### config.mk
export PLATFORM = sky130hd
export DESIGN_NAME = pipe_hazard_ctrl_flat
export DESIGN_NICKNAME = d
export VERILOG_FILES = /design/src/rtl/pipe_hazard_ctrl_pkg.sv /design/src/rtl/pipe_hazard_ctrl_if.sv /design/src/rtl/pipe_hazard_ctrl_hazard_scoreboard.sv /design/src/rtl/pipe_hazard_ctrl.sv /design/src/flat_wrapper.sv
export SDC_FILE = /design/constraint.sdc
export NUM_CORES = 1
export LEC_CHECK = 0
export CAP_MARGIN = 20
export CORE_MARGIN = 10
export CORE_UTILIZATION = 60
export DETAILED_ROUTE_END_ITERATION = 8
export DONT_BUFFER_PORTS = 1
export HOLD_SLACK_MARGIN = 0.1
export PLACE_DENSITY_LB_ADDON = 0.15
export SLEW_MARGIN = 10
export SYNTH_ARGS = -nofsm -noshare
export SYNTH_HDL_FRONTEND = slang
export SYNTH_SLANG_ARGS = --single-unit
### constraint.sdc
create_clock -name clock -period 5.92 [get_ports clock]
set_input_delay 0.296 -clock clock [delete_from_list [all_inputs] [get_ports clock]]
set_output_delay 0.296 -clock clock [all_outputs]
set_load 0.005 [all_outputs]
### src/rtl/pipe_hazard_ctrl_pkg.sv
// Shared types for the pipeline hazard controller.
//   pipe_ctrl_state_e : controller FSM state, 2-bit encoding (exported on state_op)
//   StgIf/StgId/StgEx : bit positions of the IF, ID and EX stages in stall/flush vectors
//   shadow_entry_t    : one in-flight instruction tracked by the hazard scoreboard
package pipe_hazard_ctrl_pkg;

    typedef enum logic [1:0] {
        StRun     = 2'd0,
        StMemWait = 2'd1
    } pipe_ctrl_state_e;

    localparam int unsigned StgIf = 0;
    localparam int unsigned StgId = 1;
    localparam int unsigned StgEx = 2;

    // Widest register address a shadow entry can hold; narrower REG_AW values are
    // zero-extended into it so the struct stays parameter-independent.
    localparam int unsigned RegAwMax = 8;
    typedef logic [RegAwMax-1:0] shadow_rd_t;

    typedef struct packed {
        logic       valid;
        shadow_rd_t rd;
        logic       we;
        logic       is_load;
    } shadow_entry_t;

endpackage

### src/rtl/pipe_hazard_ctrl_if.sv
// Bundle between Decode/pipeline and the hazard controller.
//   master : Decode/pipeline side, drives ID operands, redirect and memory handshake,
//            receives the stall/flush vectors, FSM state and stall-cycle counter
//   slave  : the hazard controller itself
interface pipe_hazard_ctrl_if #(
    parameter int unsigned NUM_STAGES = 5,
    parameter int unsigned REG_AW     = 5,
    parameter int unsigned HCNT_W     = 16
) ();

    logic                  id_valid_ip;
    logic [REG_AW-1:0]     id_rs1_ip;
    logic                  id_rs1_used_ip;
    logic [REG_AW-1:0]     id_rs2_ip;
    logic                  id_rs2_used_ip;
    logic [REG_AW-1:0]     id_rd_ip;
    logic                  id_rd_we_ip;
    logic                  id_is_load_ip;
    logic                  ex_redirect_ip;
    logic                  mem_req_ip;
    logic                  mem_gnt_ip;
    logic [NUM_STAGES-1:0] stall_op;
    logic [NUM_STAGES-1:0] flush_op;
    logic [1:0]            state_op;
    logic [HCNT_W-1:0]     hazard_cnt_op;

    modport master (
        output id_valid_ip, id_rs1_ip, id_rs1_used_ip, id_rs2_ip, id_rs2_used_ip,
               id_rd_ip, id_rd_we_ip, id_is_load_ip, ex_redirect_ip, mem_req_ip, mem_gnt_ip,
        input  stall_op, flush_op, state_op, hazard_cnt_op
    );

    modport slave (
        input  id_valid_ip, id_rs1_ip, id_rs1_used_ip, id_rs2_ip, id_rs2_used_ip,
               id_rd_ip, id_rd_we_ip, id_is_load_ip, ex_redirect_ip, mem_req_ip, mem_gnt_ip,
        output stall_op, flush_op, state_op, hazard_cnt_op
    );

endinterface

### src/rtl/pipe_hazard_ctrl_hazard_scoreboard.sv
// Shadow of in-flight destination registers (stages EX..WB) plus RAW / load-use
// comparators against the instruction currently in ID.
//   clock, reset     : core clock, synchronous active-high reset
//   advance          : shadow shifts one stage this cycle
//   ex_bubble        : EX receives a bubble instead of the ID instruction
//   id_*             : ID instruction fields
//   hazard           : ID must be held this cycle
module pipe_hazard_ctrl_hazard_scoreboard
    import pipe_hazard_ctrl_pkg::*;
#(
    parameter int unsigned NUM_STAGES = 5,
    parameter int unsigned REG_AW     = 5,
    parameter bit          FWD_EN     = 1'b1
) (
    input  logic              clock,
    input  logic              reset,
    input  logic              advance,
    input  logic              ex_bubble,
    input  logic              id_valid,
    input  logic [REG_AW-1:0] id_rs1,
    input  logic              id_rs1_used,
    input  logic [REG_AW-1:0] id_rs2,
    input  logic              id_rs2_used,
    input  logic [REG_AW-1:0] id_rd,
    input  logic              id_rd_we,
    input  logic              id_is_load,
    output logic              hazard
);

    // Index 0 is EX, last index is WB.
    localparam int unsigned NumShadow = NUM_STAGES - 2;

    shadow_entry_t shadow_q [NumShadow];
    shadow_entry_t id_entry;

    always_comb begin
        id_entry         = '0;
        id_entry.valid   = id_valid;
        id_entry.rd      = shadow_rd_t'(id_rd);
        id_entry.we      = id_rd_we;
        id_entry.is_load = id_is_load;
    end

    always_ff @(posedge clock) begin
        if (reset) begin
            for (int i = 0; i < NumShadow; i++) begin
                shadow_q[i] <= '0;
            end
        end else if (advance) begin
            shadow_q[0] <= ex_bubble ? '0 : id_entry;
            for (int i = 1; i < NumShadow; i++) begin
                shadow_q[i] <= shadow_q[i-1];
            end
        end
    end

    function automatic logic rd_hit(shadow_entry_t e, logic [REG_AW-1:0] rs, logic used);
        return used && (rs != '0) && e.valid && e.we && (e.rd == shadow_rd_t'(rs));
    endfunction

    always_comb begin
        hazard = 1'b0;
        if (FWD_EN) begin
            // Forwarding covers everything except a load result needed right behind it.
            hazard = shadow_q[0].is_load &&
                     (rd_hit(shadow_q[0], id_rs1, id_rs1_used) ||
                      rd_hit(shadow_q[0], id_rs2, id_rs2_used));
        end else begin
            // No forwarding and no register-file write-through: wait until the
            // producer has left WB.
            for (int i = 0; i < NumShadow; i++) begin
                hazard = hazard ||
                         rd_hit(shadow_q[i], id_rs1, id_rs1_used) ||
                         rd_hit(shadow_q[i], id_rs2, id_rs2_used);
            end
        end
        hazard = hazard && id_valid;
    end

endmodule

### src/rtl/pipe_hazard_ctrl.sv
// Pipeline stall/flush controller: generates per-stage stall and flush vectors
// from data hazards, data-memory grant waits and EX-resolved redirects.
//   clock, reset : core clock, synchronous active-high reset
//   bus (slave)  : ID operands, redirect, memory req/gnt in; stall_op, flush_op,
//                  state_op (debug) and saturating stall-cycle counter out
module pipe_hazard_ctrl
    import pipe_hazard_ctrl_pkg::*;
#(
    parameter int unsigned NUM_STAGES = 5,
    parameter int unsigned REG_AW     = 5,
    parameter bit          FWD_EN     = 1'b1,
    parameter int unsigned MEM_STAGE  = 3,
    parameter int unsigned HCNT_W     = 16
) (
    input logic               clock,
    input logic               reset,
    pipe_hazard_ctrl_if.slave bus
);

    if (MEM_STAGE <= StgEx || MEM_STAGE >= NUM_STAGES - 1 || REG_AW > RegAwMax) begin : g_bad_cfg
        $error("pipe_hazard_ctrl: unsupported MEM_STAGE/NUM_STAGES/REG_AW combination");
    end

    pipe_ctrl_state_e      state_q, state_d;
    logic                  pend_q, pend_d;
    logic [HCNT_W-1:0]     cnt_q, cnt_d;
    logic [NUM_STAGES-1:0] stall, flush;
    logic                  hazard, advance, ex_bubble, mem_stuck;

    pipe_hazard_ctrl_hazard_scoreboard #(
        .NUM_STAGES (NUM_STAGES),
        .REG_AW     (REG_AW),
        .FWD_EN     (FWD_EN)
    ) u_scoreboard (
        .clock       (clock),
        .reset       (reset),
        .advance     (advance),
        .ex_bubble   (ex_bubble),
        .id_valid    (bus.id_valid_ip),
        .id_rs1      (bus.id_rs1_ip),
        .id_rs1_used (bus.id_rs1_used_ip),
        .id_rs2      (bus.id_rs2_ip),
        .id_rs2_used (bus.id_rs2_used_ip),
        .id_rd       (bus.id_rd_ip),
        .id_rd_we    (bus.id_rd_we_ip),
        .id_is_load  (bus.id_is_load_ip),
        .hazard      (hazard)
    );

    always_comb begin
        mem_stuck = bus.mem_req_ip && !bus.mem_gnt_ip;
        state_d   = state_q;
        pend_d    = pend_q;
        stall     = '0;
        flush     = '0;
        advance   = 1'b0;
        ex_bubble = 1'b0;
        unique case (state_q)
            StRun: begin
                if (mem_stuck) begin
                    // MEM cannot complete: freeze everything already this cycle and
                    // park any redirect until the pipeline moves again.
                    state_d = StMemWait;
                    stall   = '1;
                    pend_d  = pend_q || bus.ex_redirect_ip;
                end else if (bus.ex_redirect_ip || pend_q) begin
                    // Redirect wins over a hazard: the ID instruction is wrong-path anyway.
                    flush[StgId] = 1'b1;
                    flush[StgEx] = 1'b1;
                    pend_d       = 1'b0;
                    advance      = 1'b1;
                    ex_bubble    = 1'b1;
                end else if (hazard) begin
                    stall[StgIf] = 1'b1;
                    stall[StgId] = 1'b1;
                    flush[StgEx] = 1'b1;
                    advance      = 1'b1;
                    ex_bubble    = 1'b1;
                end else begin
                    advance = 1'b1;
                end
            end
            StMemWait: begin
                // Grant cycle is still stalled; hazards are masked until back in RUN.
                stall  = '1;
                pend_d = pend_q || bus.ex_redirect_ip;
                if (bus.mem_gnt_ip) begin
                    state_d = StRun;
                end
            end
            default: begin
                state_d = StRun;
            end
        endcase
        if (reset) begin
            stall = '0;
            flush = '0;
        end
    end

    always_comb begin
        cnt_d = cnt_q;
        if (|stall && (cnt_q != '1)) begin
            cnt_d = cnt_q + 1'b1;
        end
    end

    always_ff @(posedge clock) begin
        if (reset) begin
            state_q <= StRun;
            pend_q  <= 1'b0;
            cnt_q   <= '0;
        end else begin
            state_q <= state_d;
            pend_q  <= pend_d;
            cnt_q   <= cnt_d;
        end
    end

    assign bus.stall_op      = stall;
    assign bus.flush_op      = flush;
    assign bus.state_op      = reset ? StRun : state_q;
    assign bus.hazard_cnt_op = cnt_q;

endmodule

### src/flat_wrapper.sv
// flat-port wrapper written by rule: the top's interface ports become plain ports
module pipe_hazard_ctrl_flat import pipe_hazard_ctrl_pkg::*;
#(
    parameter int unsigned NUM_STAGES = 5,
    parameter int unsigned REG_AW     = 5,
    parameter bit          FWD_EN     = 1'b1,
    parameter int unsigned MEM_STAGE  = 3,
    parameter int unsigned HCNT_W     = 16
)
  (clock, reset, bus_id_valid_ip, bus_id_rs1_ip, bus_id_rs1_used_ip, bus_id_rs2_ip, bus_id_rs2_used_ip, bus_id_rd_ip, bus_id_rd_we_ip, bus_id_is_load_ip, bus_ex_redirect_ip, bus_mem_req_ip, bus_mem_gnt_ip, bus_stall_op, bus_flush_op, bus_state_op, bus_hazard_cnt_op);
  pipe_hazard_ctrl_if #(.NUM_STAGES(NUM_STAGES), .REG_AW(REG_AW), .HCNT_W(HCNT_W)) bus_i ();
  input logic clock;
  input logic reset;
  input wire logic [$bits(bus_i.id_valid_ip)-1:0] bus_id_valid_ip;
  input wire logic [$bits(bus_i.id_rs1_ip)-1:0] bus_id_rs1_ip;
  input wire logic [$bits(bus_i.id_rs1_used_ip)-1:0] bus_id_rs1_used_ip;
  input wire logic [$bits(bus_i.id_rs2_ip)-1:0] bus_id_rs2_ip;
  input wire logic [$bits(bus_i.id_rs2_used_ip)-1:0] bus_id_rs2_used_ip;
  input wire logic [$bits(bus_i.id_rd_ip)-1:0] bus_id_rd_ip;
  input wire logic [$bits(bus_i.id_rd_we_ip)-1:0] bus_id_rd_we_ip;
  input wire logic [$bits(bus_i.id_is_load_ip)-1:0] bus_id_is_load_ip;
  input wire logic [$bits(bus_i.ex_redirect_ip)-1:0] bus_ex_redirect_ip;
  input wire logic [$bits(bus_i.mem_req_ip)-1:0] bus_mem_req_ip;
  input wire logic [$bits(bus_i.mem_gnt_ip)-1:0] bus_mem_gnt_ip;
  output wire logic [$bits(bus_i.stall_op)-1:0] bus_stall_op;
  output wire logic [$bits(bus_i.flush_op)-1:0] bus_flush_op;
  output wire logic [$bits(bus_i.state_op)-1:0] bus_state_op;
  output wire logic [$bits(bus_i.hazard_cnt_op)-1:0] bus_hazard_cnt_op;
  assign bus_i.id_valid_ip = bus_id_valid_ip;
  assign bus_i.id_rs1_ip = bus_id_rs1_ip;
  assign bus_i.id_rs1_used_ip = bus_id_rs1_used_ip;
  assign bus_i.id_rs2_ip = bus_id_rs2_ip;
  assign bus_i.id_rs2_used_ip = bus_id_rs2_used_ip;
  assign bus_i.id_rd_ip = bus_id_rd_ip;
  assign bus_i.id_rd_we_ip = bus_id_rd_we_ip;
  assign bus_i.id_is_load_ip = bus_id_is_load_ip;
  assign bus_i.ex_redirect_ip = bus_ex_redirect_ip;
  assign bus_i.mem_req_ip = bus_mem_req_ip;
  assign bus_i.mem_gnt_ip = bus_mem_gnt_ip;
  assign bus_stall_op = bus_i.stall_op;
  assign bus_flush_op = bus_i.flush_op;
  assign bus_state_op = bus_i.state_op;
  assign bus_hazard_cnt_op = bus_i.hazard_cnt_op;
  pipe_hazard_ctrl #(.NUM_STAGES(NUM_STAGES), .REG_AW(REG_AW), .FWD_EN(FWD_EN), .MEM_STAGE(MEM_STAGE), .HCNT_W(HCNT_W)) u_core (.clock(clock), .reset(reset), .bus(bus_i));
endmodule
==> out/metrics.yaml <==
synth_edf_count: 8
clockBufferDepth: 2
cp-end-kind: "output pin"
cp_max_fo: 16
setup_viol_count_final: 0
start_kind: "flop"
hpwlAfterDp_um: 2814
cap_violations: 0
drt_iter0_markers: 89
final_cell_mix: "18 x dfxtp_1, 17 x nor2_1"
fp.dieH_um: 71.16
p_leak_nw: 0.6059
synth_area_leader_cell: "dfxtp_1"
dr.pass1.iters: 4
wl_per_cell_um: 18.82
power_uw: 351.8
gp_congestion: 0.8663
cp_slowest_cell: "a211oi_4"
synthTopCellsByArea: "dfxtp_1 23%, edfxtp_1 15%, mux2i_1 5.1%"
num_io_pins: 53
synth_seq_cells: 26
clock_latency_ns: 0.33
max_freq_ghz: 0.3814
hp-class: "in -> reg"
area_growth_pct: 3.267
cts_num_sinks: 26
die_width_um: 71.16
syn_area_per_cell_um2: 9.237
ys_warn_count: 0
crit_family: "compound AO/OA/AOI/OAI gates"
clk_pin_slew_ns: 0.16
r2r_start: "u_core.u_scoreboard.shadow_q[0][6]"
max-slew-margin-rel_pct: 46.20
synthFlopType: "dfxtp_1"
min_from: "bus_ex_redirect_ip"
antenna_found_initial: 0
criticalPathCategory: "reg -> out"
ctsRootBufferMaster: "clkbuf_4"
synthesis.instances: 170
arrival_ns: 2.33
grt_max_degree: 27
hold_depth: 2
antenna_cells: 0
grt_pass1_vias: 1210
timing.critical_path.required_ns: 5.62
power_density_nw_per_um2: 217.0
r2r.worst_path.cells: 6
worst_pin_slew_ns: 0.7996
r2r_setup_slack_ns: 3.56
hold_viol: 0
outcome: "completed"
synth_top_area_share_pct: 22.95
io_buffers: 0
rsz0062_at_grt: "false"
fin_tns_setup_ns: 0
min_to: "u_core.pend_q"
r2r-end: "u_core.bus.hazard_cnt_op[1]"
drcViolationCount: 0
initial_core_util_pct: 63.38
netlist_area_um2: 1570
grtUsageTotal_pct: 14.45
cts_setup_buffers: 0
report.final.slew_viol_count: 0
grt_pass1_wl_um: 6161
h-tree-depth: 1
cts_inserted_buffers: 3
timing.final.crit_share_pct: 44.29
nNetsFinal: 195
drive_gt1_share_pct: 12.50
postRouteAntennaNets: 0
slowest_delay_ns: 0.62
irDropWorstVdd_mv: 0.1568
finalWirelength_um: 3726
core_um2: 2477
yosysUniqueCellTypes: 42
crit_chain: "nor2_1 > o41ai_1 > a211o_1 > a211oi_4 > or2_2"
via_per_inst: 6.116
grt-ovfl-total: 0
layout_commonest_cell: "dfxtp_1"
period_minus_slack_ns: 2.622
dieArea_um2: 5063
critPathBufInv: 0
ys_seq_area_share_pct: 38.25
async_flop_share_pct: 0
via_count: 1211
fin_worst_skew_ns: 0.01255
row_count: 18
cts_tree: "built"
-- registers in the layout (all words and copies together) (netlist names) --
| register | count |
|---|---|
| u_core.state_q | 1 |
| u_core.u_scoreboard.shadow_q | 8 |
| u_core.bus.hazard_cnt_op | 16 |
| u_core.pend_q | 1 |
-- metrics by stage --
stage	instance area (um^2)	util (%)	cells	hold WS, ns	setup WS [ns]
after global placement	1539	62.12	191	0.3674	3.711
after CTS	1612	65.05	197	0.1017	3.321
final	1622	65.45	198	0.09592	3.298
after detailed placement	1539	62.12	191	0.3694	3.583
after global routing	1622	65.45	198	0.1025	3.140
after floorplan	1582	-	173	0.3728	3.863
-- repair_timing --
action                                 4_1_cts  5_1_grt
hold buffers                                 2        1
resized for setup                            0        0
endpoints found under the hold margin        2        1
-- final cells by class --
class,count,area [um^2]
multi-input cells,132,889.6
clock inverters,1,30.03
flip-flops and latches,26,600.6
repair buffers,3,30.03
well taps,30,37.54
inverters,3,11.26
clock buffers,3,22.52
fillers,215,855.8
-- report_power, final --
part,switching (mW),internal (mW),total [mW]
sequential,0.00700,0.191,0.198
combinational,0.0145,0.0136,0.0281
clock,0.0576,0.0685,0.126
total,0.0791,0.273,0.352
-- Yosys cell counts (3+ instances only) --
cell type  instances
nand2b_1           8
nor3_1             5
nand2_1            8
buf_4              7
nor2b_1            8
mux2i_1            8
and2_1             8
edfxtp_1           8
nor2_1            17
xnor2_1            8
o21ai_0            7
nand4_1            3
mux2_2             5
inv_1              3
nand3_1            8
nor4_1             3
o211ai_1           3
o21ai_2            3
dfxtp_1           18
clkbuf_1           3
-- kinds of logic after synthesis --
family / Yosys count / synth area share, %
compound gates: 23 / 11.31
xor+xnor: 8 / 4.462
fa+ha+maj: 1 / 0.7967
buf+inv: 15 / 5.816
flops: 26 / 38.25
mux: 15 / 10.60
other cells: 1 / 0.2388
simple gates: 81 / 28.53
-- layer usage --
| metal | routed length, um | global-route usage [%] | vias to the layer above | part of all wire, % |
|---|---|---|---|---|
| met1 | 1526 | 17.00 | 574 | 41 |
| met4 | 67 | 5.376 | 0 | 1.8 |
| li1 | - | - | 590 | - |
| met5 | 0 | 0 | - | 0 |
| met3 | 344 | 5.718 | 8 | 9.2 |
| met2 | 1786 | 23.04 | 39 | 48 |
-- worst max-delay path by stage --
stage / slack, ns / depth (start not counted) / end / start
after floorplan: 3.86 / 8 / u_core.bus.hazard_cnt_op[11] / u_core.bus.hazard_cnt_op[0]
after detailed placement: 3.58 / 6 / u_core.bus.hazard_cnt_op[1] / u_core.u_scoreboard.shadow_q[0][6]
after global routing: 3.14 / 5 / bus_stall_op[1] / u_core.u_scoreboard.shadow_q[0][3]
final: 3.30 / 5 / bus_stall_op[0] / u_core.u_scoreboard.shadow_q[0][6]
after global placement: 3.71 / 6 / u_core.bus.hazard_cnt_op[1] / u_core.u_scoreboard.shadow_q[0][5]
after CTS: 3.32 / 5 / bus_stall_op[0] / u_core.u_scoreboard.shadow_q[0][6]
Note: power is estimated with default switching activity, not from simulation.
